--- src/rtl/mem_arbiter_pkg.sv ---
// rtl/mem_arbiter_pkg.sv - shared CPU/memory typedefs and arbiter constants
package mem_arbiter_pkg;

    // CPU instruction opcodes decoded by the control FSM
    typedef enum logic [2:0] {
        OP_LDA = 3'd0,
        OP_STA = 3'd1,
        OP_ADD = 3'd2,
        OP_SUB = 3'd3,
        OP_JMP = 3'd4,
        OP_JZ  = 3'd5,
        OP_NOP = 3'd6,
        OP_HLT = 3'd7
    } opcode_t;

    // CPU control FSM states
    typedef enum logic [2:0] {
        ST_FETCH   = 3'd0,
        ST_DECODE  = 3'd1,
        ST_EXECUTE = 3'd2,
        ST_MEM     = 3'd3,
        ST_WB      = 3'd4,
        ST_HALT    = 3'd5
    } state_t;

    // Memory arbiter ownership states
    typedef enum logic [1:0] {
        CPU_OWN  = 2'd0,
        HOST_GNT = 2'd1,
        HOST_ACK = 2'd2
    } arb_state_t;

    // Host wait counter width and its saturation value
    localparam int         WAIT_CNT_W   = 4;
    localparam logic [3:0] WAIT_CNT_SAT = 4'hF;

endpackage

--- src/rtl/mem_arbiter.sv ---
// rtl/mem_arbiter.sv - CPU/host arbiter for the shared single-port memory
module mem_arbiter #(
    parameter int ADDR_WIDTH = 5,
    parameter int DATA_WIDTH = 8,
    parameter int MAX_WAIT   = 4
) (
    input  logic                  clk,
    input  logic                  rst_,
    input  logic                  cpu_rd,
    input  logic                  cpu_wr,
    input  logic [ADDR_WIDTH-1:0] cpu_addr,
    input  logic [DATA_WIDTH-1:0] cpu_wdata,
    output logic [DATA_WIDTH-1:0] cpu_rdata,
    output logic                  cpu_stall,
    input  logic                  host_req,
    input  logic                  host_we,
    input  logic [ADDR_WIDTH-1:0] host_addr,
    input  logic [DATA_WIDTH-1:0] host_wdata,
    output logic                  host_gnt,
    output logic                  host_ack,
    output logic [DATA_WIDTH-1:0] host_rdata,
    output logic [ADDR_WIDTH-1:0] mem_addr,
    output logic [DATA_WIDTH-1:0] mem_wdata,
    output logic                  mem_rd,
    output logic                  mem_wr,
    input  logic [DATA_WIDTH-1:0] mem_rdata
);

    import mem_arbiter_pkg::*;

    localparam logic [WAIT_CNT_W-1:0] WAIT_LIMIT = WAIT_CNT_W'(MAX_WAIT);

    arb_state_t            state;
    arb_state_t            next_state;
    logic [WAIT_CNT_W-1:0] wait_cnt;
    logic                  cpu_busy;
    logic                  host_win;

    assign cpu_busy  = cpu_rd | cpu_wr;
    // Host wins when the CPU leaves memory idle or it has waited long enough
    assign host_win  = host_req && (!cpu_busy || (wait_cnt >= WAIT_LIMIT));
    assign cpu_rdata = mem_rdata;

    // Ownership state register; reset aborts any host transaction in flight
    always_ff @(posedge clk or negedge rst_) begin
        if (!rst_) begin
            state <= CPU_OWN;
        end else begin
            state <= next_state;
        end
    end

    // Count cycles a pending host request spends behind a busy CPU
    always_ff @(posedge clk or negedge rst_) begin
        if (!rst_) begin
            wait_cnt <= '0;
        end else begin
            case (state)
                CPU_OWN: begin
                    if (!host_req) begin
                        wait_cnt <= '0;
                    end else if (cpu_busy && (wait_cnt != WAIT_CNT_SAT)) begin
                        wait_cnt <= wait_cnt + 1'b1;
                    end
                end
                HOST_GNT: wait_cnt <= '0;
                default:  wait_cnt <= wait_cnt;
            endcase
        end
    end

    // Capture memory read data during the host's grant cycle
    always_ff @(posedge clk or negedge rst_) begin
        if (!rst_) begin
            host_rdata <= '0;
        end else if (state == HOST_GNT) begin
            host_rdata <= mem_rdata;
        end
    end

    // Next-state decode, Moore handshake outputs and the memory port mux
    always_comb begin
        next_state = state;
        host_gnt   = 1'b0;
        host_ack   = 1'b0;
        cpu_stall  = 1'b0;
        mem_addr   = cpu_addr;
        mem_wdata  = cpu_wdata;
        mem_rd     = cpu_rd;
        mem_wr     = cpu_wr;
        case (state)
            CPU_OWN: begin
                if (host_win) begin
                    next_state = HOST_GNT;
                end
            end
            HOST_GNT: begin
                host_gnt   = 1'b1;
                cpu_stall  = 1'b1;
                mem_addr   = host_addr;
                mem_wdata  = host_wdata;
                mem_rd     = !host_we;
                mem_wr     = host_we;
                next_state = HOST_ACK;
            end
            HOST_ACK: begin
                host_ack   = 1'b1;
                next_state = CPU_OWN;
            end
            default: begin
                next_state = CPU_OWN;
            end
        endcase
    end

endmodule

--- config.mk ---
export PLATFORM = sky130hd
export DESIGN_NAME = mem_arbiter
export DESIGN_NICKNAME = d
export VERILOG_FILES = /design/src/rtl/mem_arbiter_pkg.sv /design/src/rtl/mem_arbiter.sv
export SDC_FILE = /design/constraint.sdc
export NUM_CORES = 1
export LEC_CHECK = 0
export ABC_AREA = 1
export CORE_MARGIN = 10
export CORE_UTILIZATION = 29
export CTS_BUF_LIST = sky130_fd_sc_hd__clkbuf_16
export DETAILED_ROUTE_END_ITERATION = 16
export GPL_ROUTABILITY_DRIVEN = 0
export PLACE_DENSITY_LB_ADDON = 0.15
export SYNTH_ARGS = -nofsm -noshare
export SYNTH_HDL_FRONTEND = slang
export SYNTH_SLANG_ARGS = --single-unit
--- constraint.sdc ---
create_clock -name clk -period 1.15 [get_ports clk]
set_input_delay 0.115 -clock clk [delete_from_list [all_inputs] [get_ports clk]]
set_output_delay 0.115 -clock clk [all_outputs]
set_load 0.01 [all_outputs]
==> flow_results.org, run 1 <==
** Run status
- The run finished, with violations left.
- The checks that failed: negative setup slack.

** Yosys
- Number of standard cells after synthesis :: 137
- Synthesis instantiated 15 different standard cells from the library.
- Yosys top cell by area :: sky130_fd_sc_hd__dfrtp_1
- By area the synthesized netlist is led by sky130_fd_sc_hd__dfrtp_1 (39%), sky130_fd_sc_hd__nand2_1 (34%), sky130_fd_sc_hd__buf_4 (9.1%).
- Seq cells post-synth :: 14
- After synthesis, the largest area contributor takes up 38.7% of total cell area.
- Yosys synthesis warning count :: 0
- Async set or reset register ratio after synthesis :: 100%
- Top FF cell, synth :: sky130_fd_sc_hd__dfrtp_1
- Share of synthesized area spent on multiplexers :: 0%
- Summing the areas of all fa, ha and maj instances in the mapped netlist gives 1.38% of the synthesized area.
- Yosys mapped a number of flops with a built-in enable equal to 0.
- For this run, the register share of the synthesized area comes to 38.7%.
- Netlist area before placement :: 905 um^2
- After synthesis, the mean cell area works out to 6.60 um^2.
- By area, the combinational part of the netlist is dominated by simple AND/OR/NAND/NOR gates.
- After Yosys synthesis, and, or, nand and nor cells account for 42.3% of the synthesized area.
- Post-Synthesis Net Count :: 178
- Area fraction in compound gates after synthesis :: 3.04%
- Synthesized-area fraction occupied by xor and xnor cells :: 0%

** Drt
- The first detailed-routing pass took 4 iterations.
- The detailed router finished its first iteration with 29 violations.
- For this block, the routed nets add up to 3770 um of wire.
- The detail route stage leaves a number of antenna-violating nets equal to 0.
- After detailed routing, the average wire length per cell comes to 13.5 um.
- In the routed layout, each cell is associated on average with a via count of 4.23.
- Post-detailed-route DRC marker count :: 0
- Via count :: 1180

** Timing
- Across all setup checks in the final design, the least slack found is -246 ps.
- Final critical path time including I/O delays and setup :: 1400 ps
- Setup clock skew after layout :: 1.57 ps
- Actual slew at the worst max-slew pin :: 212 ps
- Period Utilization, post-route :: 121%
- Based on the critical path, the design can be clocked at up to 716 MHz.
- Number of setup violations in the final report :: 24
- Final Hold Violating Endpoints :: 0
- Number of max-slew violations in the final report :: 0
- Headroom to the max-slew limit came out at 85.8%.
- Setup repair after global routing could not meet its margin everywhere.
- Sum Neg Setup Slack :: -3550 ps

** CTS
- Worst skew pair latency :: 240 ps
- After clock tree synthesis, the clock-pin slew on the worst setup and hold paths is 50 ps.
- Cell chosen for the clock root :: sky130_fd_sc_hd__clkbuf_16
- TritonCTS built the clock tree.
- For this design, the sink count on the clock tree is 14.
- In this run the number of H-tree levels came out at 1.
- The clock passes through at most 2 buffers.
- After clock tree synthesis, the flow added hold-fix buffers numbering 0.
- Clock buffer count from CTS :: 3

** Finish
- Leaving out fill and tap cells, the most frequent cells in the layout are sky130_fd_sc_hd__nand2_1 (62), sky130_fd_sc_hd__clkdlybuf4s50_1 (39), sky130_fd_sc_hd__buf_4 (28).
- Fin util :: 65.5%
- Most frequent standard cell in the layout excluding fill and tap cells :: sky130_fd_sc_hd__nand2_1
- In the final design database the tool counted 278 nets.
- Number of antenna repair diodes :: 0
- Cells with a size suffix above 1 make up 36.6% of the layout.
- Post-layout instance count excluding filler cells :: 279
- Summing all non-filler instances in the final layout gives an area of 0.00198 mm^2.
- Area growth, synth to finish :: 119%

** Place
- Prior to clock tree synthesis, the placed netlist has a worst setup slack of -379 ps.
- In this run the tool buffered the top-level ports with 73 buffer cells.
- Half-perimeter wire length after detailed placement :: 2950 um
- Dpl cell area :: 0.00180 mm^2
- Counting tap cells, the placed design contains a total of 267 instances.

** Global routing
- First-pass GRT wire length :: 5520 um
- Vias in the first global route :: 1172
- The initial antenna violation count is 0.
- Global-route congestion overflow total :: 0
- Global Route Usage Sum :: 12.3%
- Largest net degree at the start of global routing :: 15

** Pwr
- In this run switching power makes up 31.5% of total power.
- Power per Cell Area :: 1240 mW/mm^2
- IR analysis of the VDD net gives a maximum drop of 0.839 mV.
- The share of total power dissipated in combinational logic is 44.5%.
- Cell leakage power :: 0.00104 uW
- Net switching power figure :: 778 uW
- Registers are responsible for 28.8% of the overall power.
- The internal power of the cells totals 1690 uW.
- Part of the power in the clock network :: 26.6%

** Floorplanning
- After floorplanning, the core was divided into 20 placement rows.
- Die extent in x :: 75.9 um
- Area of the die :: 0.00575 mm^2
- For this design the top-level I/O count stands at 74.
- For this configuration, the core starts out at a cell density of 29.9%.
- Area of the core :: 0.00303 mm^2
- The die is 75.9 um tall.

** Run
- Max-cap violations in this run came to 0.

** Worst hold path
- Worst hold path class :: in -> async

** Worst setup path
- CP Data Required Time :: 1030 ps
- Measured in cells, the most critical reg-to-reg path has a length of 8.
- By startpoint and endpoint, the worst setup path is classified as reg -> out.
- Kind of end point of the critical path :: primary output
- Along the worst path, the maximum fanout reaches 5.
- Type of origin of the critical path :: flip-flop
- Data on the critical path arrives at its endpoint at 1280 ps.
[layer usage]
layer / wire [um] / vias up / track usage (%)
met2: 1800 / 49 / 21.9
li1: - / 609 / -
met5: 0 / - / 0
met1: 1590 / 518 / 13.5
met4: 27 / 0 / 3.71
met3: 351 / 4 / 4.04
[worst paths after layout]
path	slack (ps)	start	end
min in group clk	450	mem_rdata[7]	host_rdata[7]
min	180	rst_	host_rdata[0]
max	-250	state[1]	mem_wdata[7]
max in group asynchronous	800	rst_	wait_cnt[1]
max reg2reg	-40	state[0]	host_rdata[5]
min reg2reg	460	host_rdata[4]	host_rdata[4]
[power by group through the flow]
stage | Sequential [uW] | Clock, uW | Combinational [uW]
2_1_floorplan | 781 | 0 | 342
5_1_grt | 733 | 687 | 1200
3_5_place_dp | 723 | 0 | 1110
3_3_place_gp | 716 | 0 | 1090
6_report | 712 | 657 | 1100
4_1_cts | 714 | 666 | 1010
[cell type report]
type	instances	area [um^2]
flip-flops and latches	14	350
inverters	7	26.3
repair buffers	108	962
clock buffers	3	75.1
well taps	44	55.1
fillers	273	1040
multi-input cells	103	515
[state kept, by name, indices dropped and copies added, names as in the netlist]
register	count
wait_cnt	4
host_rdata	8
state	2
[cells by family (layout without fill, tap and decap cells)]
family          after synthesis  in the layout
fa+ha+maj                     1              1
compound gates                5              5
buf+inv                      20            118
simple gates                 97             97
flops                        14             14
[Yosys cell counts, types with 2 or more instances]
cell type and count:
sky130_fd_sc_hd__nand2_1 81, sky130_fd_sc_hd__dfrtp_1 14, sky130_fd_sc_hd__buf_4 11, sky130_fd_sc_hd__nor2_1 8
sky130_fd_sc_hd__inv_1 5, sky130_fd_sc_hd__a21oi_1 4, sky130_fd_sc_hd__nand3_1 4, sky130_fd_sc_hd__buf_6 2
sky130_fd_sc_hd__inv_2 2
[stage by stage]
step                hold WS, ps  power (uW)
floorplan                  -181        1120
global placement            441        1800
detailed placement          441        1830
CTS                         183        2390
global route                213        2620
finish                      178        2470
[repair_timing]
| item | in CTS | in global routing |
|---|---|---|
| gates resized for setup | 96 | 29 |
| endpoints found under the hold margin | 0 | 0 |
| pin swaps | 3 | 12 |
| gates cloned | 1 | 0 |
| endpoints found under the setup margin | 35 | 30 |
| setup buffers | 5 | 3 |
[worst max-delay path, cell delays in order (launching register included)]
cell and delay [ps]:
sky130_fd_sc_hd__dfrtp_1 400, sky130_fd_sc_hd__nor2_4 150, sky130_fd_sc_hd__buf_6 130, sky130_fd_sc_hd__buf_6 120, sky130_fd_sc_hd__nand2_2 40, sky130_fd_sc_hd__nand2_1 60, sky130_fd_sc_hd__buf_2 130
(Power assumes the default switching activity.)
==> run 2: changes to the inputs <==
- CORE_UTILIZATION: 29 -> 30
- CTS_BUF_LIST: sky130_fd_sc_hd__clkbuf_16 -> sky130_fd_sc_hd__clkbuf_4
==> flow_results.org, run 2 (synthesized netlist as in run 1, its figures left out) <==
** Drt
- The DRC violation count after routing was 0 (unchanged).
- The per-cell routed wire length came to 13.8 um (was 13.5 um).
- Antenna violation net count after detailed routing :: 0 (unchanged)
- Mean number of vias per cell :: 4.43 (was 4.23)
- The total wirelength of the detailed-routed design is 3560 um (was 3770 um).
- Via count :: 1144 (was 1180)
- Initial DRC Count :: 33 (was 29)
- Detailed-router iteration count before antenna repair :: 4 (unchanged)

** Global routing
- The sum of overflow across all layers after global routing was 0 (unchanged).
- The combined global-route utilization of all metal layers was 11.9% (was 12.3%).
- The met3 track demand over resource in global routing is 4.86% (was 4.04%).
- The wire length of the first global-routing pass was 5360 um (was 5520 um).
- Busiest layer in global routing :: met2 (unchanged)
- The via count of the first global-routing pass was 1138 (was 1172).
- Fraction of met2 tracks used by global routing :: 21.8% (was 21.9%)
- The pin count of the biggest net entering global routing came to 15 (unchanged).
- Number of antenna violations at the first check in global routing :: 0 (unchanged)
- Met1 Use GR :: 12.6% (was 13.5%)

** Pwr
- Worst VDD drop :: 0.939 mV (was 0.839 mV)
- Power Total :: 2040 uW (was 2470 uW)
- Net switching power figure :: 714 uW (was 778 uW)
- The leakage dissipation is 0.000971 uW (was 0.00104 uW).
- Fraction of power spent switching nets :: 35.1% (was 31.5%)
- Part of the power in the clock network :: 13.8% (was 26.6%)
- The internal power contribution came to 1320 uW (was 1690 uW).
- Power per Cell Area :: 1100 mW/mm^2 (was 1240 mW/mm^2)
- Fraction of power consumed by sequential logic :: 35.5% (was 28.8%)
- The combinational share of power came to 50.7% (was 44.5%).

** Finish
- The layout cell share with drive strength beyond 1 came to 30.8% (was 36.6%).
- Largest registers :: host_rdata x8, wait_cnt x4, state x2 (unchanged)
- The flip-flop count of the largest register, all copies and words added came to 8 (unchanged).
- The register with the most flip-flops was host_rdata (unchanged).
- The leading cell type in the layout, fill and taps excluded was sky130_fd_sc_hd__nand2_1 (unchanged).
- The final-layout fill cell count came to 261 (was 273).
- Area growth, synth to finish :: 104% (was 119%)
- Final #Nets :: 269 (was 278)
- Most used cells in the layout excluding fill and tap cells: sky130_fd_sc_hd__nand2_1 (72), sky130_fd_sc_hd__clkdlybuf4s50_1 (39), sky130_fd_sc_hd__buf_4 (19) (was sky130_fd_sc_hd__nand2_1 (62), sky130_fd_sc_hd__clkdlybuf4s50_1 (39), sky130_fd_sc_hd__buf_4 (28)).
- The fraction of the core area covered by cells at the end of the flow is 65.2% (was 65.5%).
- Number of antenna repair diodes :: 0 (unchanged)

** Run status
- Violations in the final reports :: negative setup slack (unchanged)
- Status :: complete, but fails checks (unchanged)

** Floorplanning
- I/O pin count :: 74 (unchanged)
- DIE HEIGHT :: 74.9 um (was 75.9 um)
- Area of the core :: 0.00283 mm^2 (was 0.00303 mm^2)
- The horizontal die dimension came to 74.9 um (was 75.9 um).
- The placement row count was 19 (was 20).
- The starting density of the core came to 32.0% (was 29.9%).
- Area of the die :: 0.00561 mm^2 (was 0.00575 mm^2)

** Timing
- The hold violation count in the final report was 0 (unchanged).
- The final worst slack came to -315 ps (was -246 ps).
- Period Utilization, post-route :: 127% (was 121%)
- The top achievable clock speed was 682 MHz (was 716 MHz).
- The pin slew with the least headroom to its limit came to 200 ps (was 212 ps).
- Final critical path time including I/O delays and setup :: 1470 ps (was 1400 ps)
- Number of max-slew violations in the final report :: 0 (unchanged)
- Setup repair after global routing missed its margin :: true (unchanged)
- The worst slew margin relative to its limit came to 86.7% (was 85.8%).
- Number of setup violations in the final report :: 21 (was 24)
- Setup clock skew after layout :: 8.94 ps (was 1.57 ps)

** Worst setup path
- CP Data Required Time :: 1030 ps (about the same)
- The reg-to-reg critical path endpoint is wait_cnt[0] (was host_rdata[5]).
- Startpoint-to-endpoint class of the critical path :: reg -> out (unchanged)
- The flop-to-flop setup slack came to 0 ps (was -40 ps).
- The endpoint kind of the worst setup timing path was a primary output (unchanged).
- The peak fanout along the critical path came to 10 (was 5).
- The number of cells on the worst reg-to-reg path was 7 (was 8).
- Type of origin of the critical path :: flip-flop (unchanged)
- The signal arrival time at the worst endpoint was 1350 ps (was 1280 ps).
- The worst reg2reg path startpoint was wait_cnt[1] (was state[0]).

** CTS
- H-tree depth :: 1 (unchanged)
- The CTS root buffer is sky130_fd_sc_hd__clkbuf_4 (was sky130_fd_sc_hd__clkbuf_16).
- Clock tree from TritonCTS :: yes (unchanged)
- The CTS sink count was 14 (unchanged).
- The number of buffers on the longest clock path came to 2 (unchanged).
- Clock buffer count from CTS :: 3 (unchanged)
- The latest clock arrival within the worst-skew pair is 280 ps (was 240 ps).
- Register clock-pin slew on the reported worst setup and hold paths :: 90 ps (was 50 ps)

** Place
- Half-perimeter wire length after detailed placement :: 2940 um (was 2950 um)
- The total of buffers placed on input and output ports came to 73 (unchanged).
- Worst setup timing slack at the placement stage :: -365 ps (was -379 ps)

** Worst hold path
- The worst min-delay path category was in -> async (unchanged).

** Run
- Number of max-cap violations :: 0 (unchanged)
run 2: changes by cell type in the layout (fill, tap and decap cells not counted), moves of 2 or more:
cell / before / now
sky130_fd_sc_hd__nand2_2: 18 / 8
sky130_fd_sc_hd__clkbuf_16: 3 / 0
sky130_fd_sc_hd__nand2_1: 62 / 72
sky130_fd_sc_hd__buf_6: 11 / 9
sky130_fd_sc_hd__buf_4: 28 / 19
sky130_fd_sc_hd__clkbuf_4: 0 / 3
run 2: per-layer routing:
layer  vias to the layer above  routed length, um  part of all wire [%]
met3                         2                368                    10
met2                        49               1760                    49
li1                        589                  -                     -
met1                       504               1430                    40
met4                         0                  9                  0.25
met5                         -                  0                     0
run 2: through the flow:
step	setup TNS, ps	hold slack (ps)	instance area [um^2]	std cells
floorplan	0	-181	915	137
global placement	-6920	441	1760	250
detailed placement	-7460	448	1760	250
CTS	-5070	144	1750	255
global route	-6740	148	1840	258
finish	-5020	135	1840	258
run 2: layout make-up:
type	count	area, um^2	share of cell area (%)
tap	31	38.8	2.10
clock inverter	1	3.75	0.204
inverter	7	28.8	1.56
timing repair buffer	99	891	48.3
clock buffer	3	22.5	1.22
sequential	14	352	19.1
multi-input combinational	103	508	27.5
run 2: worst max-delay path: stages (launching register included):
cell,delay [ps]
sky130_fd_sc_hd__dfrtp_1,430
sky130_fd_sc_hd__nor2_4,200
sky130_fd_sc_hd__inv_4,80
sky130_fd_sc_hd__buf_12,140
sky130_fd_sc_hd__nand2_1,50
sky130_fd_sc_hd__nand2_1,50
sky130_fd_sc_hd__buf_2,140
run 2: worst max path at each step:
stage                      from            to  cells past startpoint
floorplan           wait_cnt[0]   wait_cnt[2]                      6
global placement       state[1]  mem_wdata[2]                      5
detailed placement     state[1]        mem_rd                      5
CTS                    state[0]   mem_addr[0]                      7
global route           state[1]  mem_wdata[7]                      6
finish                 state[1]  mem_wdata[2]                      6
run 2: power groups by stage:
stage,registers [uW],clock network (uW),logic [uW]
CTS,715,287,976
detailed placement,728,0,1080
global route,745,317,1140
global placement,719,0,1070
finish,723,280,1030
floorplan,781,0,342
run 2: what timing repair did:
| item | CTS | global route |
|---|---|---|
| gates resized for setup | 101 | 19 |
| setup buffers | 1 | 3 |
| endpoints found under the setup margin | 38 | 26 |
| gates cloned | 1 | 0 |
| endpoints found under the hold margin | 0 | 0 |
| hold buffers | 0 | 0 |
| pin swaps | 2 | 8 |
